## src/rtl/seq_rotl7.sv

```systemverilog
// seq_rotl7: multi-cycle 7-bit rotate unit, one bit per clock, with CF/SF/ZF
// flags matching the combinational ALU. Rotates left by B mod 7 so that an
// ALU rotate-right by the same amount is undone.
// Optional feature macro: SEQ_ROTL7_DIR_EN adds a 'dir' input (1 = rotate right).
module seq_rotl7 (
  input  logic       clk,
  input  logic       rst_n,
  input  logic       start,
  input  logic [6:0] A,
  input  logic [6:0] B,
`ifdef SEQ_ROTL7_DIR_EN
  input  logic       dir,
`endif
  output logic       busy,
  output logic       done,
  output logic [6:0] R,
  output logic       CF,
  output logic       SF,
  output logic       ZF
);

  typedef enum logic [1:0] {
    IDLE = 2'd0,
    ROT  = 2'd1,
    DONE = 2'd2
  } state_t;

  state_t     state;
  state_t     state_nxt;
  logic [6:0] work;
  logic [2:0] cnt;
  logic [2:0] k_load;
  logic       accept;
  logic       dir_q;

  // Single rotate step; 'right' selects the direction.
  function automatic logic [6:0] rot_step(input logic [6:0] w, input logic right);
    if (right) return {w[0], w[6:1]};
    else       return {w[5:0], w[6]};
  endfunction

  // Bit that wraps around during a step; becomes the carry flag.
  function automatic logic wrap_bit(input logic [6:0] w, input logic right);
    if (right) return w[0];
    else       return w[6];
  endfunction

  // Effective rotate amount; a full turn (any multiple of 7) collapses to 0.
  assign k_load = 3'(B % 7'd7);

  // A request is taken in IDLE and also in DONE, which allows back-to-back use.
  assign accept = start && (state != ROT);

  // State register.
  always_ff @(posedge clk or negedge rst_n) begin
    if (!rst_n) state <= IDLE;
    else        state <= state_nxt;
  end

  // Next-state logic and handshake outputs.
  always_comb begin
    state_nxt = state;
    busy      = 1'b0;
    done      = 1'b0;
    case (state)
      IDLE: begin
        if (start) state_nxt = (k_load != 3'd0) ? ROT : DONE;
      end
      ROT: begin
        busy = 1'b1;
        if (cnt == 3'd1) state_nxt = DONE;
      end
      DONE: begin
        done = 1'b1;
        if (start) state_nxt = (k_load != 3'd0) ? ROT : DONE;
        else       state_nxt = IDLE;
      end
      default: state_nxt = IDLE;
    endcase
  end

  // Work register, remaining count and carry: load on accept, step in ROT.
  always_ff @(posedge clk or negedge rst_n) begin
    if (!rst_n) begin
      work <= 7'd0;
      cnt  <= 3'd0;
      CF   <= 1'b0;
    end else if (accept) begin
      work <= A;
      cnt  <= k_load;
      CF   <= 1'b0;
    end else if (state == ROT) begin
      work <= rot_step(work, dir_q);
      CF   <= wrap_bit(work, dir_q);
      cnt  <= cnt - 3'd1;
    end
  end

`ifdef SEQ_ROTL7_DIR_EN
  // Direction is captured with the request so it may change while busy.
  always_ff @(posedge clk or negedge rst_n) begin
    if (!rst_n)      dir_q <= 1'b0;
    else if (accept) dir_q <= dir;
  end
`else
  assign dir_q = 1'b0;
`endif

  assign R  = work;
  assign SF = work[6];
  assign ZF = (work == 7'd0);

endmodule

```

## config.mk

```make
export PLATFORM = sky130hd
export DESIGN_NAME = seq_rotl7
export DESIGN_NICKNAME = d
export VERILOG_FILES = /design/src/rtl/seq_rotl7.sv
export SDC_FILE = /design/constraint.sdc
export NUM_CORES = 1
export LEC_CHECK = 0
export CAP_MARGIN = 20
export CORE_AREA = 2 2 58 60
export CTS_BUF_LIST = sky130_fd_sc_hd__clkbuf_8
export DETAILED_ROUTE_END_ITERATION = 8
export DIE_AREA = 0 0 60 62
export PLACE_DENSITY = 0.72
export SETUP_SLACK_MARGIN = 0.1
export SLEW_MARGIN = 20
export SYNTH_ARGS = -nofsm -noshare
export SYNTH_HDL_FRONTEND = slang
export SYNTH_SLANG_ARGS = --single-unit
export TNS_END_PERCENT = 10
```

## constraint.sdc

```tcl
create_clock -name clk -period 1.8 [get_ports clk]
set_input_delay 0.27 -clock clk [delete_from_list [all_inputs] [get_ports clk]]
set_output_delay 0.27 -clock clk [all_outputs]
set_load 0.01 [all_outputs]
```

==> out/summary.txt, run 1 <==
global-route usage over all layers -> 20.95%
final antenna diode count -> 0
GRT Residual Overflow -> 0
leakage -> 0.8674 nW
post-synthesis area per instance -> 8.998 um^2
maximum number of pins on one net before global-route repair -> 17
Pwr Density -> 1046 mW/mm^2
routed length on met1 -> 1452 um
storage element area -> 325.3 um^2
dominant register cell in the synthesized netlist -> sky130_fd_sc_hd__dfrtp_1
path type of the worst setup path -> input port to flop
boundary pin count -> 29
antenna-violating nets left -> 0
worst hold slack -> 392.1 ps
DP HPWL -> 2682 um
wire length of the first global-routing pass -> 6016 um
starting utilization of the core area -> 41.32%
number of storage elements in the synthesis netlist -> 13
number of antenna violations at the first check in global routing -> 0
slew margin rel. -> 61.90%
number of global-route vias before repair -> 1,380
max frequency -> 0.4604 GHz
Critical Path RT -> 1980 ps
fill cell instance count of the final layout -> 271
number of max-slew violations in the final report -> 0
number of failing hold endpoints at the final stage -> 0
total of max-cap violations -> 0
Yosys warnings -> 0
capturing element type of the critical path -> flop
slew at the pin closest to its max-slew limit -> 569.7 ps
net count of the finished layout -> 227
area occupied by multi-input gates -> 962.2 um^2
post-route cell area -> 0.001988 mm^2
final period utilization -> 120.7%
chip width -> 60 um
number of rows in the core area -> 21
skew final -> 3.305 ps
data arrival time of the worst path -> 2360 ps
Die Y-Extent -> 62 um
maximum buffer depth of the clock tree -> 2
fin crit period -> 2172 ps
RD Place Congestion -> 0.8596
post-synthesis instance area -> 0.001314 mm^2
number of standard cells after synthesis -> 146
type of the worst min-delay path -> input port to asynchronous set/reset pin
number of port buffers -> 28
failing checks -> negative setup slack
accumulated negative setup slack -> -1371 ps
vias per std cell -> 5.478
met2 wire len -> 1923 um
number of H-tree levels -> 1
standard cell area after detailed placement -> 0.001838 mm^2
initial DRC count -> 42
Final Routed Wirelength -> 3584 um
count of non-filler cells in the finished layout -> 251
Via Count -> 1,375
clock slew at reported path FFs -> 60 ps
sequential-to-total area share from yosys stat -> 24.76%
top metal layer carrying routed signals -> met4
unrepaired setup endpoints after global routing -> yes
outcome -> complete, but fails checks
die outline area -> 0.003720 mm^2
post-layout worst setup margin -> -372.2 ps
area growth from synthesis to layout -> 51.33%
count of placed standard cells including taps -> 245
routed length on met3 -> 123 um
residual DRC count -> 0
EDFF count, synth -> 0
length of the first detailed-routing pass in iterations -> 4
Routed wire per std cell -> 14.28 um
number of buffers added by the clock tree synthesis step -> 3
core footprint -> 0.003179 mm^2
worst ir drop on vdd -> 0.2908 mV
number of sinks driven by the clock tree -> 13
Post-synth ARST share -> 100.0%
clock network latency to the later pin of the worst-skew pair -> 240 ps
Post-Synthesis Net Count -> 167
total setup violations reported at the end of the flow -> 6
distinct cell type count of the synthesized netlist -> 65
Setup crit start kind -> input port
CTS tree -> built
proportion of layout cells with a drive suffix above 1 -> 37.07%
largest driver fanout on the critical path -> 5
clock root cell -> sky130_fd_sc_hd__clkbuf_8
cells in the final DEF, fill, tap and decap left out, types with 3 or more instances in the layout:
| cell type | netlist | final |
|---|---|---|
| sky130_fd_sc_hd__nand3_1 | 4 | 4 |
| sky130_fd_sc_hd__nand2_1 | 6 | 6 |
| sky130_fd_sc_hd__o21ai_1 | 2 | 3 |
| sky130_fd_sc_hd__clkdlybuf4s50_1 | 0 | 19 |
| sky130_fd_sc_hd__dfrtp_1 | 13 | 13 |
| sky130_fd_sc_hd__or3_1 | 3 | 3 |
| sky130_fd_sc_hd__mux2i_1 | 7 | 7 |
| sky130_fd_sc_hd__inv_1 | 10 | 11 |
| sky130_fd_sc_hd__a21o_1 | 4 | 4 |
| sky130_fd_sc_hd__o21ai_0 | 4 | 3 |
| sky130_fd_sc_hd__a21oi_1 | 9 | 9 |
| sky130_fd_sc_hd__a31oi_1 | 3 | 3 |
| sky130_fd_sc_hd__dlygate4sd2_1 | 0 | 4 |
| sky130_fd_sc_hd__clkbuf_8 | 0 | 3 |
| sky130_fd_sc_hd__buf_4 | 1 | 36 |
| sky130_fd_sc_hd__nor2_1 | 12 | 10 |
| sky130_fd_sc_hd__ha_1 | 4 | 3 |
synthesized netlist by cell type, types with 2 or more instances:
master | count | area [um^2]
sky130_fd_sc_hd__a2111o_1 | 2 | 22.52
sky130_fd_sc_hd__a211oi_1 | 2 | 15.01
sky130_fd_sc_hd__a21o_1 | 4 | 30.03
sky130_fd_sc_hd__a21oi_1 | 9 | 45.04
sky130_fd_sc_hd__a221o_1 | 2 | 20.02
sky130_fd_sc_hd__a31oi_1 | 3 | 18.77
sky130_fd_sc_hd__a31oi_2 | 2 | 25.02
sky130_fd_sc_hd__a32oi_1 | 2 | 17.52
sky130_fd_sc_hd__buf_6 | 4 | 45.04
sky130_fd_sc_hd__clkbuf_1 | 3 | 11.26
sky130_fd_sc_hd__dfrtp_1 | 13 | 325.3
sky130_fd_sc_hd__ha_1 | 4 | 50.05
sky130_fd_sc_hd__inv_1 | 10 | 37.54
sky130_fd_sc_hd__maj3_2 | 2 | 22.52
sky130_fd_sc_hd__mux2i_1 | 7 | 70.07
sky130_fd_sc_hd__nand2_1 | 6 | 22.52
sky130_fd_sc_hd__nand3_1 | 4 | 20.02
sky130_fd_sc_hd__nor2_1 | 12 | 45.04
sky130_fd_sc_hd__o21ai_0 | 4 | 20.02
sky130_fd_sc_hd__o21ai_1 | 2 | 10.01
sky130_fd_sc_hd__or2_1 | 3 | 18.77
sky130_fd_sc_hd__or3_1 | 3 | 18.77
cells by family after synthesis:
logic type	share of synthesized area [%]
flops	24.76
simple gates	19.81
mux	5.334
xor+xnor	1.334
buf+inv	8.952
compound gates	34.29
fa+ha+maj	5.524
per-layer routing:
| metal | track usage, % | up-vias |
|---|---|---|
| met2 | 42.86 | 41 |
| met1 | 23.08 | 656 |
| li1 | - | 669 |
| met5 | 0 | - |
| met3 | 1.449 | 9 |
| met4 | 5.397 | 0 |
registers in the layout, summed over array words and instances (netlist names):
| name | count |
|---|---|
| CF | 1 |
| R | 7 |
| cnt | 3 |
| state | 2 |
path summary, 6_finish.rpt:
| check | start | to | slack (ps) | cells after the start |
|---|---|---|---|---|
| max | B[5] | state[1] | -370 | 9 |
| min | rst_n | state[1] | 390 | 1 |
| max reg2reg | state[0] | cnt[0] | 330 | 6 |
| min reg2reg | CF | CF | 540 | 2 |
| max in group asynchronous | rst_n | R[6] | 1030 | 1 |
| min in group clk | CF | CF | 540 | 2 |
cell type report:
class / instances / share of cell area, %
inverters: 11 / 2.140
clock inverters: 1 / 0.1888
flip-flops and latches: 13 / 16.36
clock buffers: 3 / 2.077
repair buffers: 65 / 27.94
multi-input cells: 112 / 48.40
well taps: 46 / 2.895
power by group:
| group | switching (mW) | internal, mW |
|---|---|---|
| clock network | 0.105 | 0.151 |
| registers | 0.119 | 0.441 |
| logic | 0.612 | 0.652 |
worst max-delay path, cell delays in order:
cell and delay [ps]:
sky130_fd_sc_hd__buf_8 100, sky130_fd_sc_hd__or3_4 380, sky130_fd_sc_hd__a32oi_2 230, sky130_fd_sc_hd__o221ai_2 130, sky130_fd_sc_hd__ha_1 310, sky130_fd_sc_hd__or2b_1 240, sky130_fd_sc_hd__or3_1 320, sky130_fd_sc_hd__a2111o_1 300
sky130_fd_sc_hd__nand3_1 70
stage by stage:
stage	util, %	power (mW)	setup WS [ps]
after detailed placement	57.81	1.755	-1088
after global routing	62.53	2.268	-433.2
after floorplan	-	1.217	-582.6
after global placement	57.81	1.712	-987.9
final	62.53	2.079	-372.2
after CTS	60.76	2.055	-498.1
repair_timing:
| action | 4_1_cts | 5_1_grt |
|---|---|---|
| pin swaps | 8 | 13 |
| hold buffers | 0 | 0 |
| gates resized for setup | 33 | 11 |
| setup endpoints to repair | 7 | 7 |
| setup buffers | 2 | 1 |
(Power assumes the default switching activity.)
==> run 2, diff against run 1 <==
--- a/config.mk
+++ b/config.mk
@@ -12,7 +12,8 @@
 export DIE_AREA = 0 0 60 62
 export PLACE_DENSITY = 0.72
 export SETUP_SLACK_MARGIN = 0.1
-export SLEW_MARGIN = 20
+export SKIP_CTS_REPAIR_TIMING = 1
+export SLEW_MARGIN = 10
 export SYNTH_ARGS = -nofsm -noshare
 export SYNTH_HDL_FRONTEND = slang
 export SYNTH_SLANG_ARGS = --single-unit
==> out/summary.txt, run 2 (synthesis gave the netlist of run 1 again) <==
number of buffers added by the clock tree synthesis step -> 3 (unchanged)
fin crit period -> 2306 ps (+133.6 ps)
storage element area -> 325.3 um^2 (unchanged)
post-route cell area -> 0.001978 mm^2 (-0.50%)
area occupied by multi-input gates -> 944.7 um^2 (-1.8%)
Final Routed Wirelength -> 3597 um (+0.36%)
worst reg2reg setup slack -> 390 ps (+60 ps)
R2R Path End -> cnt[0]
leakage -> 0.8853 nW (+2.1%)
worst hold slack -> 392.4 ps (+0.2700 ps)
Setup crit start -> B[6]
outcome -> complete, but fails checks
total of max-cap violations -> 0 (unchanged)
Via Count -> 1,343 (-2.3%)
GRT Residual Overflow -> 0 (unchanged)
number of failing hold endpoints at the final stage -> 0 (unchanged)
chip width -> 60 um (unchanged)
number of antenna violations at the first check in global routing -> 0 (unchanged)
net count of the finished layout -> 227 (unchanged)
max reg flops -> 7 (unchanged)
boundary pin count -> 29 (unchanged)
most common library cell in the layout ignoring fill and taps -> sky130_fd_sc_hd__buf_4
slew margin rel. -> 61.61% (-0.29 points)
total setup violations reported at the end of the flow -> 5 (-1)
proportion of layout cells with a drive suffix above 1 -> 36.10% (-0.98 points)
data arrival time of the worst path -> 2490 ps (+130 ps)
RD Place Congestion -> 0.8596 (unchanged)
maximum number of pins on one net before global-route repair -> 17 (unchanged)
number of global-route vias before repair -> 1,369 (-0.80%)
worst ir drop on vdd -> 0.2911 mV (+0.12%)
worst setup timing slack at the placement stage -> -1088 ps (unchanged)
final antenna diode count -> 0 (unchanged)
starting utilization of the core area -> 41.32% (unchanged)
unrepaired setup endpoints after global routing -> yes
global-route usage over all layers -> 20.35% (-0.61 points)
skew final -> 3.715 ps (+0.4098 ps)
Worst Reg-to-Reg Cells -> 6 (unchanged)
Routed wire per std cell -> 14.33 um (+0.36%)
post-layout worst setup margin -> -505.8 ps (-133.6 ps)
most used cells in the layout excluding fill and tap cells -> sky130_fd_sc_hd__buf_4, sky130_fd_sc_hd__clkdlybuf4s50_1, sky130_fd_sc_hd__dfrtp_1
area growth from synthesis to layout -> 50.57%
number of rows in the core area -> 21 (unchanged)
number of H-tree levels -> 1 (unchanged)
final cell utilization of the core -> 62.22% (-0.31 points)
number of port buffers -> 28 (unchanged)
slew at the pin closest to its max-slew limit -> 574.0 ps (+4.317 ps)
Setup crit start kind -> input port
wire length of the first global-routing pass -> 5878 um (-2.3%)
vias per std cell -> 5.351 (-2.3%)
residual DRC count -> 0 (unchanged)
failing checks -> negative setup slack
standard cell area after detailed placement -> 0.001838 mm^2 (unchanged)
clock root cell -> sky130_fd_sc_hd__clkbuf_8
Pwr Density -> 1048 mW/mm^2 (+0.22%)
capturing element type of the critical path -> flop
initial DRC count -> 51 (+21%)
final period utilization -> 128.1% (+7.4 points)
fill cell instance count of the final layout -> 275 (+1.5%)
clock slew at reported path FFs -> 60 ps (about the same)
core footprint -> 0.003179 mm^2 (unchanged)
number of max-slew violations in the final report -> 0 (unchanged)
DP HPWL -> 2682 um (unchanged)
critical register-to-register path startpoint -> state[0]
length of the first detailed-routing pass in iterations -> 4 (unchanged)
largest driver fanout on the critical path -> 2 (-3)
antenna-violating nets left -> 0 (unchanged)
type of the worst min-delay path -> input port to asynchronous set/reset pin
max frequency -> 0.4337 GHz (-5.8%)
Critical Path RT -> 1980 ps (about the same)
destination of the critical timing path -> state[1]
number of sinks driven by the clock tree -> 13 (unchanged)
path type of the worst setup path -> input port to flop
clock network latency to the later pin of the worst-skew pair -> 250 ps (about the same)
CTS tree -> built
die outline area -> 0.003720 mm^2 (unchanged)
total power -> 2.073 mW (-0.29%)
Die Y-Extent -> 62 um (unchanged)
maximum buffer depth of the clock tree -> 2 (unchanged)
## run 2: cell count changes in the layout (fill, tap and decap cells not counted), sizes merged
cell / before / now
buf: 41 / 40
clkbuf: 3 / 4
clkdlybuf4s50: 19 / 20
clkinv: 1 / 0
dlygate4sd2: 4 / 0
dlymetal6s2s: 1 / 4
inv: 11 / 12
## run 2: worst min path at each step
stage	from	endpoint	slack (ps)	depth (start not counted)
6_report	rst_n	state[1]	390	1
5_1_grt	rst_n	state[1]	450	1
4_1_cts	rst_n	CF	420	1
3_5_place_dp	cnt[1]	cnt[1]	530	2
3_3_place_gp	cnt[1]	cnt[1]	510	2
2_1_floorplan	rst_n	CF	-30	0
## run 2: routing by layer
layer / vias up / routed length [um] / GRT usage (%)
met2: 33 / 1936 / 39.91
met5: - / 0 / 0
met3: 7 / 106 / 1.656
met4: 0 / 74 / 6.667
met1: 636 / 1480 / 23.08
li1: 667 / - / -
## run 2: stage by stage
stage	setup TNS (ps)	std cells
2_1_floorplan	-1941	146
4_1_cts	-4355	249
3_3_place_gp	-4869	245
3_5_place_dp	-5275	245
5_1_grt	-1985	251
6_report	-1438	251
## run 2: final cells by class
type | count | area share [%]
tap | 46 | 2.910
timing repair buffer | 65 | 28.53
multi-input combinational | 112 | 47.75
sequential | 13 | 16.45
inverter | 11 | 2.087
clock buffer | 3 | 2.087
clock inverter | 1 | 0.1898
## run 2: worst max-delay path, stage by stage
cell,delay [ps]
sky130_fd_sc_hd__buf_6,90
sky130_fd_sc_hd__or3_4,380
sky130_fd_sc_hd__a32oi_2,220
sky130_fd_sc_hd__o221ai_2,140
sky130_fd_sc_hd__ha_1,320
sky130_fd_sc_hd__or2b_1,240
sky130_fd_sc_hd__or3_1,350
sky130_fd_sc_hd__a2111o_1,400
sky130_fd_sc_hd__nand3_1,70
## run 2: where the power goes
part           internal (mW)  switching [mW]
Clock                  0.151           0.106
Sequential             0.441           0.116
Combinational          0.655           0.604
